<file path="src/rtl/nn_pkg.sv">
// Shared types and helpers for the two-layer MLP inference sequencer.
package nn_pkg;

  // Default network geometry.
  localparam int unsigned NN_INPUT_SIZE  = 4096;
  localparam int unsigned NN_HIDDEN_SIZE = 128;
  localparam int unsigned NN_DATA_WIDTH  = 8;
  localparam int unsigned NN_ACC_WIDTH   = 32;

  // Address width of a memory holding n entries (never below 1 bit).
  function automatic int unsigned addr_w(input int unsigned n);
    return (n > 1) ? $clog2(n) : 1;
  endfunction

  localparam int unsigned NN_PIX_AW = addr_w(NN_INPUT_SIZE);
  localparam int unsigned NN_W_AW   = addr_w(NN_INPUT_SIZE * NN_HIDDEN_SIZE);
  localparam int unsigned NN_B_AW   = addr_w(NN_HIDDEN_SIZE);

  typedef enum logic [2:0] {
    StIdle,
    StL1Mac,
    StL1Fin,
    StL2Mac,
    StL2Fin,
    StDone
  } nn_state_e;

  // Rescale a biased sum, saturate to a signed dw-bit range and optionally clamp negatives to
  // zero. The result always fits in dw bits; callers keep the low dw bits.
  function automatic logic signed [63:0] sat_relu(input logic signed [63:0] acc,
                                                  input int unsigned        shift,
                                                  input logic               relu_en,
                                                  input int unsigned        dw);
    logic signed [63:0] s;
    logic signed [63:0] hi;
    logic signed [63:0] lo;
    s  = acc >>> shift;
    hi = (64'sd1 <<< (dw - 1)) - 64'sd1;
    lo = -(64'sd1 <<< (dw - 1));
    if (relu_en && (s < 0)) begin
      s = '0;
    end else if (s > hi) begin
      s = hi;
    end else if (s < lo) begin
      s = lo;
    end
    return s;
  endfunction

endpackage

</file>
<file path="src/rtl/nn_mac_unit.sv">
// Signed multiply-accumulate: the product of the operands is folded into a registered
// accumulator on every enabled cycle; clear wins over enable.
module nn_mac_unit #(
  parameter int unsigned AWidth   = 9,
  parameter int unsigned BWidth   = 8,
  parameter int unsigned AccWidth = 32
) (
  input  logic                       clk_i,
  input  logic                       rst_i,
  input  logic                       clr_i,
  input  logic                       en_i,
  input  logic signed [AWidth-1:0]   a_i,
  input  logic signed [BWidth-1:0]   b_i,
  output logic signed [AccWidth-1:0] acc_o
);

  logic signed [AWidth+BWidth-1:0] prod;
  logic signed [AccWidth-1:0]      acc_q;

  assign prod  = a_i * b_i;
  assign acc_o = acc_q;

  // Accumulator register; wraps at AccWidth.
  always_ff @(posedge clk_i) begin
    if (rst_i) begin
      acc_q <= '0;
    end else if (clr_i) begin
      acc_q <= '0;
    end else if (en_i) begin
      acc_q <= acc_q + AccWidth'(prod);
    end
  end

endmodule

</file>
<file path="src/rtl/nn_inference_sequencer.sv">
// Time-multiplexed controller for the dense+ReLU / dense+threshold defect-detection MLP.
// One shared MAC walks pixel/weight/bias memories (all 1-cycle read latency); hidden
// activations live in an internal buffer. Optional abort input: define NN_SEQ_ABORT_EN.
module nn_inference_sequencer
  import nn_pkg::*;
#(
  parameter int unsigned INPUT_SIZE  = NN_INPUT_SIZE,
  parameter int unsigned HIDDEN_SIZE = NN_HIDDEN_SIZE,
  parameter int unsigned DATA_WIDTH  = NN_DATA_WIDTH,
  parameter int unsigned ACC_WIDTH   = NN_ACC_WIDTH,
  parameter int unsigned SHIFT       = 0
) (
  input  logic                                        clk,
  input  logic                                        rst,
  input  logic                                        start,
`ifdef NN_SEQ_ABORT_EN
  input  logic                                        abort,
`endif
  output logic                                        busy,
  output logic                                        done,
  output logic [addr_w(INPUT_SIZE)-1:0]               pix_addr,
  input  logic [DATA_WIDTH-1:0]                       pix_data,
  output logic                                        w_layer,
  output logic [addr_w(INPUT_SIZE*HIDDEN_SIZE)-1:0]   w_addr,
  input  logic [DATA_WIDTH-1:0]                       w_data,
  output logic [addr_w(HIDDEN_SIZE)-1:0]              b_addr,
  input  logic [DATA_WIDTH-1:0]                       b_data,
  output logic                                        binary_output
);

  localparam int unsigned PIX_AW = addr_w(INPUT_SIZE);
  localparam int unsigned W_AW   = addr_w(INPUT_SIZE * HIDDEN_SIZE);
  localparam int unsigned B_AW   = addr_w(HIDDEN_SIZE);
  localparam int unsigned MAX_N  = (INPUT_SIZE > HIDDEN_SIZE) ? INPUT_SIZE : HIDDEN_SIZE;
  // Counter also reaches the drain index (== layer fan-in).
  localparam int unsigned CNT_W  = addr_w(MAX_N + 1);

  nn_state_e             state_q, state_d;
  logic [CNT_W-1:0]      cnt_q, cnt_d;
  logic [B_AW-1:0]       j_q, j_d;
  logic                  binary_q, binary_d;
  logic [DATA_WIDTH-1:0] hid_rd_q;
  logic [DATA_WIDTH-1:0] hidden_q [HIDDEN_SIZE];

  logic                        mac_clr;
  logic                        mac_en;
  logic                        hid_we;
  logic                        abort_req;
  logic signed [DATA_WIDTH:0]  mac_a;
  logic signed [ACC_WIDTH-1:0] mac_acc;
  logic signed [63:0]          sum_ext;
  logic signed [DATA_WIDTH-1:0] sat_val;

`ifdef NN_SEQ_ABORT_EN
  assign abort_req = abort;
`else
  assign abort_req = 1'b0;
`endif

  assign binary_output = binary_q;

  // Biased, rescaled and saturated result of the neuron finishing this cycle.
  assign sum_ext = 64'(mac_acc) + 64'($signed(b_data));
  assign sat_val = DATA_WIDTH'(sat_relu(sum_ext, SHIFT, state_q == StL1Fin, DATA_WIDTH));

  // Layer 1 multiplies an unsigned pixel; layer 2 a signed hidden activation.
  always_comb begin
    if (state_q == StL2Mac) begin
      mac_a = $signed({hid_rd_q[DATA_WIDTH-1], hid_rd_q});
    end else begin
      mac_a = $signed({1'b0, pix_data});
    end
  end

  nn_mac_unit #(
    .AWidth   (DATA_WIDTH + 1),
    .BWidth   (DATA_WIDTH),
    .AccWidth (ACC_WIDTH)
  ) u_mac (
    .clk_i (clk),
    .rst_i (rst),
    .clr_i (mac_clr),
    .en_i  (mac_en),
    .a_i   (mac_a),
    .b_i   ($signed(w_data)),
    .acc_o (mac_acc)
  );

  // Next-state, memory addressing and handshake outputs.
  always_comb begin
    state_d  = state_q;
    cnt_d    = cnt_q;
    j_d      = j_q;
    binary_d = binary_q;
    mac_clr  = 1'b0;
    mac_en   = 1'b0;
    hid_we   = 1'b0;
    busy     = 1'b0;
    done     = 1'b0;
    pix_addr = '0;
    w_addr   = '0;
    b_addr   = '0;
    w_layer  = 1'b0;

    unique case (state_q)
      StIdle: begin
        if (start) begin
          state_d = StL1Mac;
          cnt_d   = '0;
          j_d     = '0;
          mac_clr = 1'b1;
        end
      end
      StL1Mac: begin
        busy   = 1'b1;
        // Data issued last cycle arrives now.
        mac_en = (cnt_q != '0);
        if (cnt_q < CNT_W'(INPUT_SIZE)) begin
          pix_addr = cnt_q[PIX_AW-1:0];
          w_addr   = W_AW'(cnt_q) * W_AW'(HIDDEN_SIZE) + W_AW'(j_q);
          cnt_d    = cnt_q + CNT_W'(1);
        end else begin
          b_addr  = j_q;
          cnt_d   = '0;
          state_d = StL1Fin;
        end
      end
      StL1Fin: begin
        busy    = 1'b1;
        hid_we  = 1'b1;
        mac_clr = 1'b1;
        if (j_q == B_AW'(HIDDEN_SIZE - 1)) begin
          j_d     = '0;
          state_d = StL2Mac;
        end else begin
          j_d     = j_q + B_AW'(1);
          state_d = StL1Mac;
        end
      end
      StL2Mac: begin
        busy    = 1'b1;
        w_layer = 1'b1;
        mac_en  = (cnt_q != '0);
        if (cnt_q < CNT_W'(HIDDEN_SIZE)) begin
          w_addr = W_AW'(cnt_q);
          cnt_d  = cnt_q + CNT_W'(1);
        end else begin
          cnt_d   = '0;
          state_d = StL2Fin;
        end
      end
      StL2Fin: begin
        busy     = 1'b1;
        w_layer  = 1'b1;
        // Sign of the saturated sum equals sign of the raw sum.
        binary_d = ~sat_val[DATA_WIDTH-1];
        state_d  = StDone;
      end
      StDone: begin
        done    = 1'b1;
        state_d = StIdle;
      end
      default: begin
        state_d = StIdle;
      end
    endcase

    if (abort_req && (state_q != StIdle)) begin
      state_d  = StIdle;
      binary_d = binary_q;
      hid_we   = 1'b0;
    end
  end

  // Sequencer state registers.
  always_ff @(posedge clk) begin
    if (rst) begin
      state_q  <= StIdle;
      cnt_q    <= '0;
      j_q      <= '0;
      binary_q <= 1'b0;
      hid_rd_q <= '0;
    end else begin
      state_q  <= state_d;
      cnt_q    <= cnt_d;
      j_q      <= j_d;
      binary_q <= binary_d;
      // Buffer read mirrors the weight memory's 1-cycle latency.
      if ((state_q == StL2Mac) && (cnt_q < CNT_W'(HIDDEN_SIZE))) begin
        hid_rd_q <= hidden_q[cnt_q[B_AW-1:0]];
      end
    end
  end

  // Hidden activation buffer; contents are don't-care after reset.
  always_ff @(posedge clk) begin
    if (hid_we) begin
      hidden_q[j_q] <= sat_val;
    end
  end

endmodule

</file>
<file path="config.mk">
export PLATFORM = sky130hd
export DESIGN_NAME = nn_inference_sequencer
export DESIGN_NICKNAME = d
export VERILOG_FILES = /design/src/rtl/nn_pkg.sv /design/src/rtl/nn_mac_unit.sv /design/src/rtl/nn_inference_sequencer.sv
export SDC_FILE = /design/constraint.sdc
export NUM_CORES = 2
export LEC_CHECK = 0
export BUFFER_PORTS_ARGS = -buffer_cell sky130_fd_sc_hd__buf_2
export CORE_MARGIN = 4
export CORE_UTILIZATION = 60
export DETAILED_ROUTE_END_ITERATION = 6
export HOLD_SLACK_MARGIN = 0.12
export PLACE_DENSITY_LB_ADDON = 0.05
export SLEW_MARGIN = 40
export SYNTH_ARGS = -nofsm -noshare
export SYNTH_HDL_FRONTEND = slang
export SYNTH_HIERARCHICAL = 1
export SYNTH_SLANG_ARGS = --single-unit
export TNS_END_PERCENT = 50
</file>
<file path="constraint.sdc">
create_clock -name clk -period 14 [get_ports clk]
set_input_delay 2.1 -clock clk [delete_from_list [all_inputs] [get_ports clk]]
set_output_delay 2.1 -clock clk [all_outputs]
set_load 0.01 [all_outputs]
</file>
* Word level (Yosys, flattened, before mapping)
Memories as Yosys holds them, arrays and structs flattened. A register that Yosys moved wholly into a read port is not among the register bits.
Cells that the tools add are included.
** Cells by class
- Muxes and demuxes :: 32
- Add/subtract/negate cells :: 5
- Multiply operators :: 1
- Eq/ne operators :: 9
- Reductions and logical operators :: 13
- $lt $le $gt $ge :: 5
- Divide/modulo/power cells :: 0
- Bitwise operators :: 1
- Shift-type cells :: 0
** Operator list (number)
- 13-bit 2-to-1 mux :: 4
- 13-bit one-hot mux with 3 select lines :: 1
- 19-bit one-hot mux with 2 select lines :: 1
- 32-bit by 8-bit adder with 33-bit output :: 1
- 33-bit by 8-bit greater-than comparator with 1-bit output (second input constant) :: 1
- 33-bit by 1-bit less-than comparator with 1-bit output (second input constant) :: 1
- 33-bit by 8-bit less-than comparator with 1-bit output (second input constant) :: 1
- 32-bit by 17-bit adder with 32-bit output :: 1
- 7-bit 2-to-1 mux :: 4
- 12-bit 2-to-1 mux :: 2
- 8-bit 2-to-1 mux :: 3
- 19-bit by 7-bit adder with 19-bit output :: 1
- 19-bit 2-to-1 mux :: 1
- 9-bit by 8-bit multiplier with 17-bit output :: 1
- 3-bit one-hot mux with 5 select lines :: 1
- 7-bit one-hot mux with 2 select lines :: 1
- 13-bit by 1-bit adder with 13-bit output (second input constant) :: 1
- 13-bit less-than comparator (second input constant) :: 1
- 13-bit by 8-bit less-than comparator with 1-bit output (second input constant) :: 1
- 13-bit nonzero test :: 1
- 3-bit 2-to-1 mux :: 3
- 9-bit 2-to-1 mux :: 1
- 1-bit 2-to-1 mux :: 8
- 7-bit by 1-bit adder with 7-bit output (second input constant) :: 1
- other kinds (16) :: 24
** Storage, ports and cells
- Memory bits (writable) :: 1024
- Input bits :: 27
- Memory bits (read-only) :: 0
- Register bits :: 56
- Logic and storage cells :: 72
- Output and inout port bits :: 42
- Latch bits :: 0
- Memories :: 1
** Memories
- hidden_q :: depth 128, bits a word 8, rd ports 1, clocked after Yosys merged registers in 1, wr ports 1, line nn_inference_sequencer.sv:43 : logic [DATA_WIDTH-1:0] hidden_q [HIDDEN_SIZE];

* Depth between registers and ports, before layout
- Depth in word-level cells :: 6
- Depth in mapped cells :: 28

* By module
The synthesis kept the hierarchy.
** Modules (own cells, without submodules)
- nn_inference_sequencer :: instances 1, area an instance 43616.8 µm², sequential area each 31390.1 µm², cells each 2263
- nn_mac_unit :: instances 1, area an instance 6615.1 µm², sequential area each 640.6 µm², cells each 660

* Worst setup path before layout
OpenSTA, ideal clock, no wires.
- Path kind :: input-to-reg
- Start point :: input port b_data[0]
- End point :: memory hidden_q[0][7] in the netlist's numbering (data pin)
- Required time :: 13.202 ns
- Stages :: 12
- Buffers on the path :: 0
- Data arrival time :: 7.024 ns
- Slack :: 6.179 ns
- Cell sequence :: ha_1 > inv_1 > fa_1 > nand2b_1 > a21oi_2 > o21ai_1 > a211oi_2 > a21oi_1 > o211ai_1 > a2111oi_0 > a21oi_1 > nor2_1
** On the way
- Word-level cells in the longest chain between the ends :: 5
- Elaborated cells on any way between the ends :: 8
** Ends and longest elaborated chain
- start, declared :: line nn_inference_sequencer.sv:27 : input logic [DATA_WIDTH-1:0] b_data,
- 32-bit by 8-bit adder with 33-bit output (*) :: line nn_inference_sequencer.sv:63 : assign sum_ext = 64'(mac_acc) + 64'($signed(b_data));
- 33-bit by 8-bit less-than comparator with 1-bit output :: line nn_pkg.sv:44 : end else if (s < lo) begin
- 8-bit 2-to-1 mux :: line nn_pkg.sv:44
- 8-bit 2-to-1 mux :: line nn_pkg.sv:42 : end else if (s > hi) begin
- 8-bit 2-to-1 mux (*) :: line nn_pkg.sv:40 : if (relu_en && (s < 0)) begin
- via sat_val[7] :: line nn_inference_sequencer.sv:52 : logic signed [DATA_WIDTH-1:0] sat_val;
- end, declared :: line nn_inference_sequencer.sv:43
Mark *: on every way through the listed nets, which the timed path passes. The rest lies on a longest branch.

* Final worst setup path
- Start point :: register state_q[1]
- End point :: register u_mac.acc_q[27], in the netlist u_mac/acc_o[27]
** On the way
- Word-level cells in the longest chain between the ends :: 4
- Elaborated cells on any way between the ends :: 11
** Ends and longest elaborated chain
- start, declared :: line nn_inference_sequencer.sv:38 : nn_state_e state_q, state_d;
- start signal, assigned :: line nn_inference_sequencer.sv:178 : state_q <= StIdle;
- start signal, assigned :: line nn_inference_sequencer.sv:184 : state_q <= state_d;
- 3-bit by 2-bit equality test with 1-bit output :: line nn_inference_sequencer.sv:68 : if (state_q == StL2Mac) begin
- 9-bit 2-to-1 mux :: line nn_inference_sequencer.sv:68
- via mac_a[8] :: line nn_inference_sequencer.sv:49 : logic signed [DATA_WIDTH:0] mac_a;
- 9-bit by 8-bit multiplier with 17-bit output :: line nn_mac_unit.sv:20 : assign prod = a_i * b_i;
- 32-bit by 17-bit adder with 32-bit output :: line nn_mac_unit.sv:30 : acc_q <= acc_q + AccWidth'(prod);
- end signal, assigned :: line nn_mac_unit.sv:30
- end, declared :: line nn_mac_unit.sv:18 : logic signed [AccWidth-1:0] acc_q;
The timed path passes the listed nets, and every way through them passes these cells.
A chain may end at the register's enable or synchronous reset.

==> results_dict.tcl <==
set metrics [dict create \
    outcome "complete, no violations" \
    ant_nets 0 \
    grt_overflow 0 \
    setup_violations 0 \
    maxCapViolations 0 \
    grtUsageTotal_pct 27.20 \
    r2r-start "state_q[1]" \
    cp-end-kind "register" \
    post_drt_wl_per_cell_um 28.14 \
    relSlewSlack_pct 41.90 \
    leakage_uw 0.01821 \
    path_max_fanout 16 \
    dr.pass1.iters 7 \
    cpMostUsedCell "fa_1" \
    startpoint "state_q[1]" \
    synth_area_leader_cell "edfxtp_1" \
    grt_max_degree 113 \
    first_iter_violations 2661 \
    drc_errors 0 \
    rr_worst_depth 19 \
    fin_crit_ns 7.390 \
    cts.repair.resized 0 \
    synth_top_family_by_area "multiplexers" \
    muxShareOfSynthArea_pct 15.08 \
    place_congestion 0.8965 \
    clockRootBuffer "clkbuf_16" \
    seq_area_frac_synth_pct 63.77 \
    nFillCells 5503 \
    period_share_pct 52.78 \
    reg2reg_slack_ns 6.61 \
    final_max_slew_viol_count 0 \
    grt_pass1_vias 27890 \
    ys_types 88 \
    io_pins 69 \
    portBuffers 68 \
    r2r-end "u_mac/acc_o[27]" \
    hold_viol 0 \
    routed_via_density 6.488 \
    die_h_um 297.3 \
    final_layout_size_suffix_gt1_share_pct 22.56 \
    synth-edff-count 1024 \
    netlist_area_sq_mm 0.05023 \
    totalWireLength_um 117200 \
    synth-simple-area-share_pct 5.562 \
    synth_compound_area_share_pct 4.267 \
    synth_fp_nets 3196 \
    coreArea_sq_mm 0.08250 \
    max-clock-path-buffers 3 \
    max_stage_delay_ns 0.79 \
    fmax_ghz 0.1353 \
    htree_levels 3 \
    synth_flop_cell "edfxtp_1" \
    fin_setup_tns_ns 0 \
    final_util_pct 67.15 \
    critPathRequiredTime_ns 14.53 \
    synthAdderAreaFrac_pct 8.220 \
    critical_path_class "register to register" \
    clkTransAtPathRegs_ns 0.07 \
    worst_slew_pin_slew_ns 0.8683 \
    synth_most_common_cell "edfxtp_1" \
    route.vias.total 27029 \
    slowest_stage "fa_1" \
    worstSetupEndpoint "u_mac/acc_o[27]" \
    syn_area_per_cell_sq_um 17.19 \
    cp_data_arrival_time_ns 7.92 \
    clock_sinks 1088 \
    ctsHoldBuffers 0 \
    nNetsFinal 3277 \
    post_cts_buffers 0 \
    num_rows 105 \
    cp-start-kind "register" \
    dp_hpwl_um 76670 \
    synth_cells 2923 \
    rsz0062_at_grt "false" \
    finClkSkew_ns 0.04814 \
    synth_commonest_cells "1024 x edfxtp_1, 307 x mux4_2, 246 x nor2_1" \
    crit_chain "inv_1, or2_2, nor2_1, nand2_1, fa_1, fa_1, inv_1, fa_1, fa_1, ha_1, ha_1, a21oi_1, o21ai_1, nor4_1, nor3_1, o21bai_4, a2111oi_2, or4_1, nand3_1" \
    synth_top_area_share_pct 61.22 \
    hold_class "register to register" \
    synth_warnings 6 \
    die_w_um 297.3 \
    cts_tree "done" \
    die-area_sq_mm 0.08841 \
    cts-buffers-inserted 105 \
    grt_antenna_before_repair 1 \
    grt_pass1_wl_um 180300 \
    start_util_pct 60.88 \
    clk_latency_ns 0.69 \
    vdd_drop_max_mv 0.1351 \
    yosys.area_share.xor_xnor_pct 1.029 \
    ys_seq_elements 1088 \
    syn_to_final_growth_pct 10.29 \
    synth-async-reset-ratio_pct 0 \
    powerDensity_mw_per_mm2 131.0 \
    synth_area_leaders "edfxtp_1 61%, mux4_2 14%, fa_1 5.6%" \
]
[kinds of logic after synthesis]
family,Yosys count
DFF,1088
and+or+nand+nor,592
muxes,371
AOI/OAI and AO/OA,313
buffers and inverters,254
adders and majority gates,246
xor gates and xnor gates,59
[cell usage in the layout (no fill, tap or decap), types with 8 or more instances in the layout]
master	netlist	routed
or2_2	17	17
o21ai_1	12	12
nand4_1	13	13
clkinv_1	1	26
edfxtp_1	1024	1024
xor2_1	21	21
nand2b_1	16	16
a21oi_1	84	84
ha_1	106	106
or3_1	9	9
o21ai_0	61	61
bufinv_16	0	11
nor2_2	0	56
and2_1	71	70
mux2i_1	48	48
o21a_1	9	9
nand3_1	27	25
mux2_2	16	16
nor4_1	14	13
clkbuf_1	74	22
buf_2	36	68
xnor2_1	38	38
o22ai_1	8	8
nor3_1	23	21
clkbuf_16	0	105
a31oi_1	15	15
and3_1	9	9
clkinv_2	0	20
buf_4	10	23
mux4_2	307	307
buf_6	1	13
inv_1	120	120
dfxtp_1	64	59
nor2_1	246	189
nand2_1	115	115
a22oi_1	10	10
a21o_1	18	14
a211oi_1	15	15
fa_1	140	140
[worst min path at each step]
stage / from / cells past startpoint / to / slack [ns]
after detailed placement: hid_rd_q[5] / 2 / hid_rd_q[5] / 0.49
after floorplan: hid_rd_q[6] / 2 / hid_rd_q[6] / 0.46
final: hid_rd_q[6] / 2 / hid_rd_q[6] / 0.50
after global routing: hid_rd_q[5] / 2 / hid_rd_q[5] / 0.52
after global placement: hid_rd_q[6] / 2 / hid_rd_q[6] / 0.48
after CTS: hid_rd_q[5] / 2 / hid_rd_q[5] / 0.50
[state kept, by name, indices dropped and copies added (netlist names)]
name           flops
hidden_q        1024
u_mac/acc_o       32
cnt_q             13
hid_rd_q           8
j_q                7
state_q            3
binary_output      1
[critical path: cells and delay by family, from the launching register on]
kind | cells | cell delay (ns)
AND/OR/NAND/NOR | 7 | 1.95
AO/OA/AOI/OAI | 4 | 0.97
adder cells (fa/ha/maj) | 6 | 2.99
buffers and inverters | 2 | 0.75
flip-flops | 1 | 0.58
[metal layers]
layer / GRT usage, % / wire length, um / up-vias
met2: 43.75 / 57130 / 1070
met1: 39.88 / 48210 / 14181
li1: - / - / 11597
met4: 7.281 / 3104 / 2
met3: 4.072 / 8786 / 179
met5: 0 / 13 / -
[power by group]
group | internal, uW | switching (uW)
registers | 3630 | 12.1
clock network | 1590 | 1220
logic | 321 | 487
total | 5540 | 1710
[layout make-up]
class,instances,area [sq um],share of cell area (%)
antenna,2,5.005,0.009034
clock buffer,127,2710,4.892
clock inverter,70,726.9,1.312
inverter,121,454.2,0.8198
multi-input combinational,1581,17410,31.42
sequential,1088,32040,57.84
tap,1070,1339,2.416
timing repair buffer,107,713.2,1.287
[metrics by stage]
step,worst slack [ns],cell area (sq um),power [uW],hold slack (ns),instances
final,6.610,55400,7258,0.5018,4166
after CTS,6.655,55250,7301,0.5008,4162
after detailed placement,6.435,51810,4519,0.4918,3965
after floorplan,6.179,50230,4298,0.4607,2923
after global placement,6.448,51700,4500,0.4790,3964
after global routing,6.096,55400,7535,0.5243,4164
Note: power is estimated with default switching activity, not from simulation.
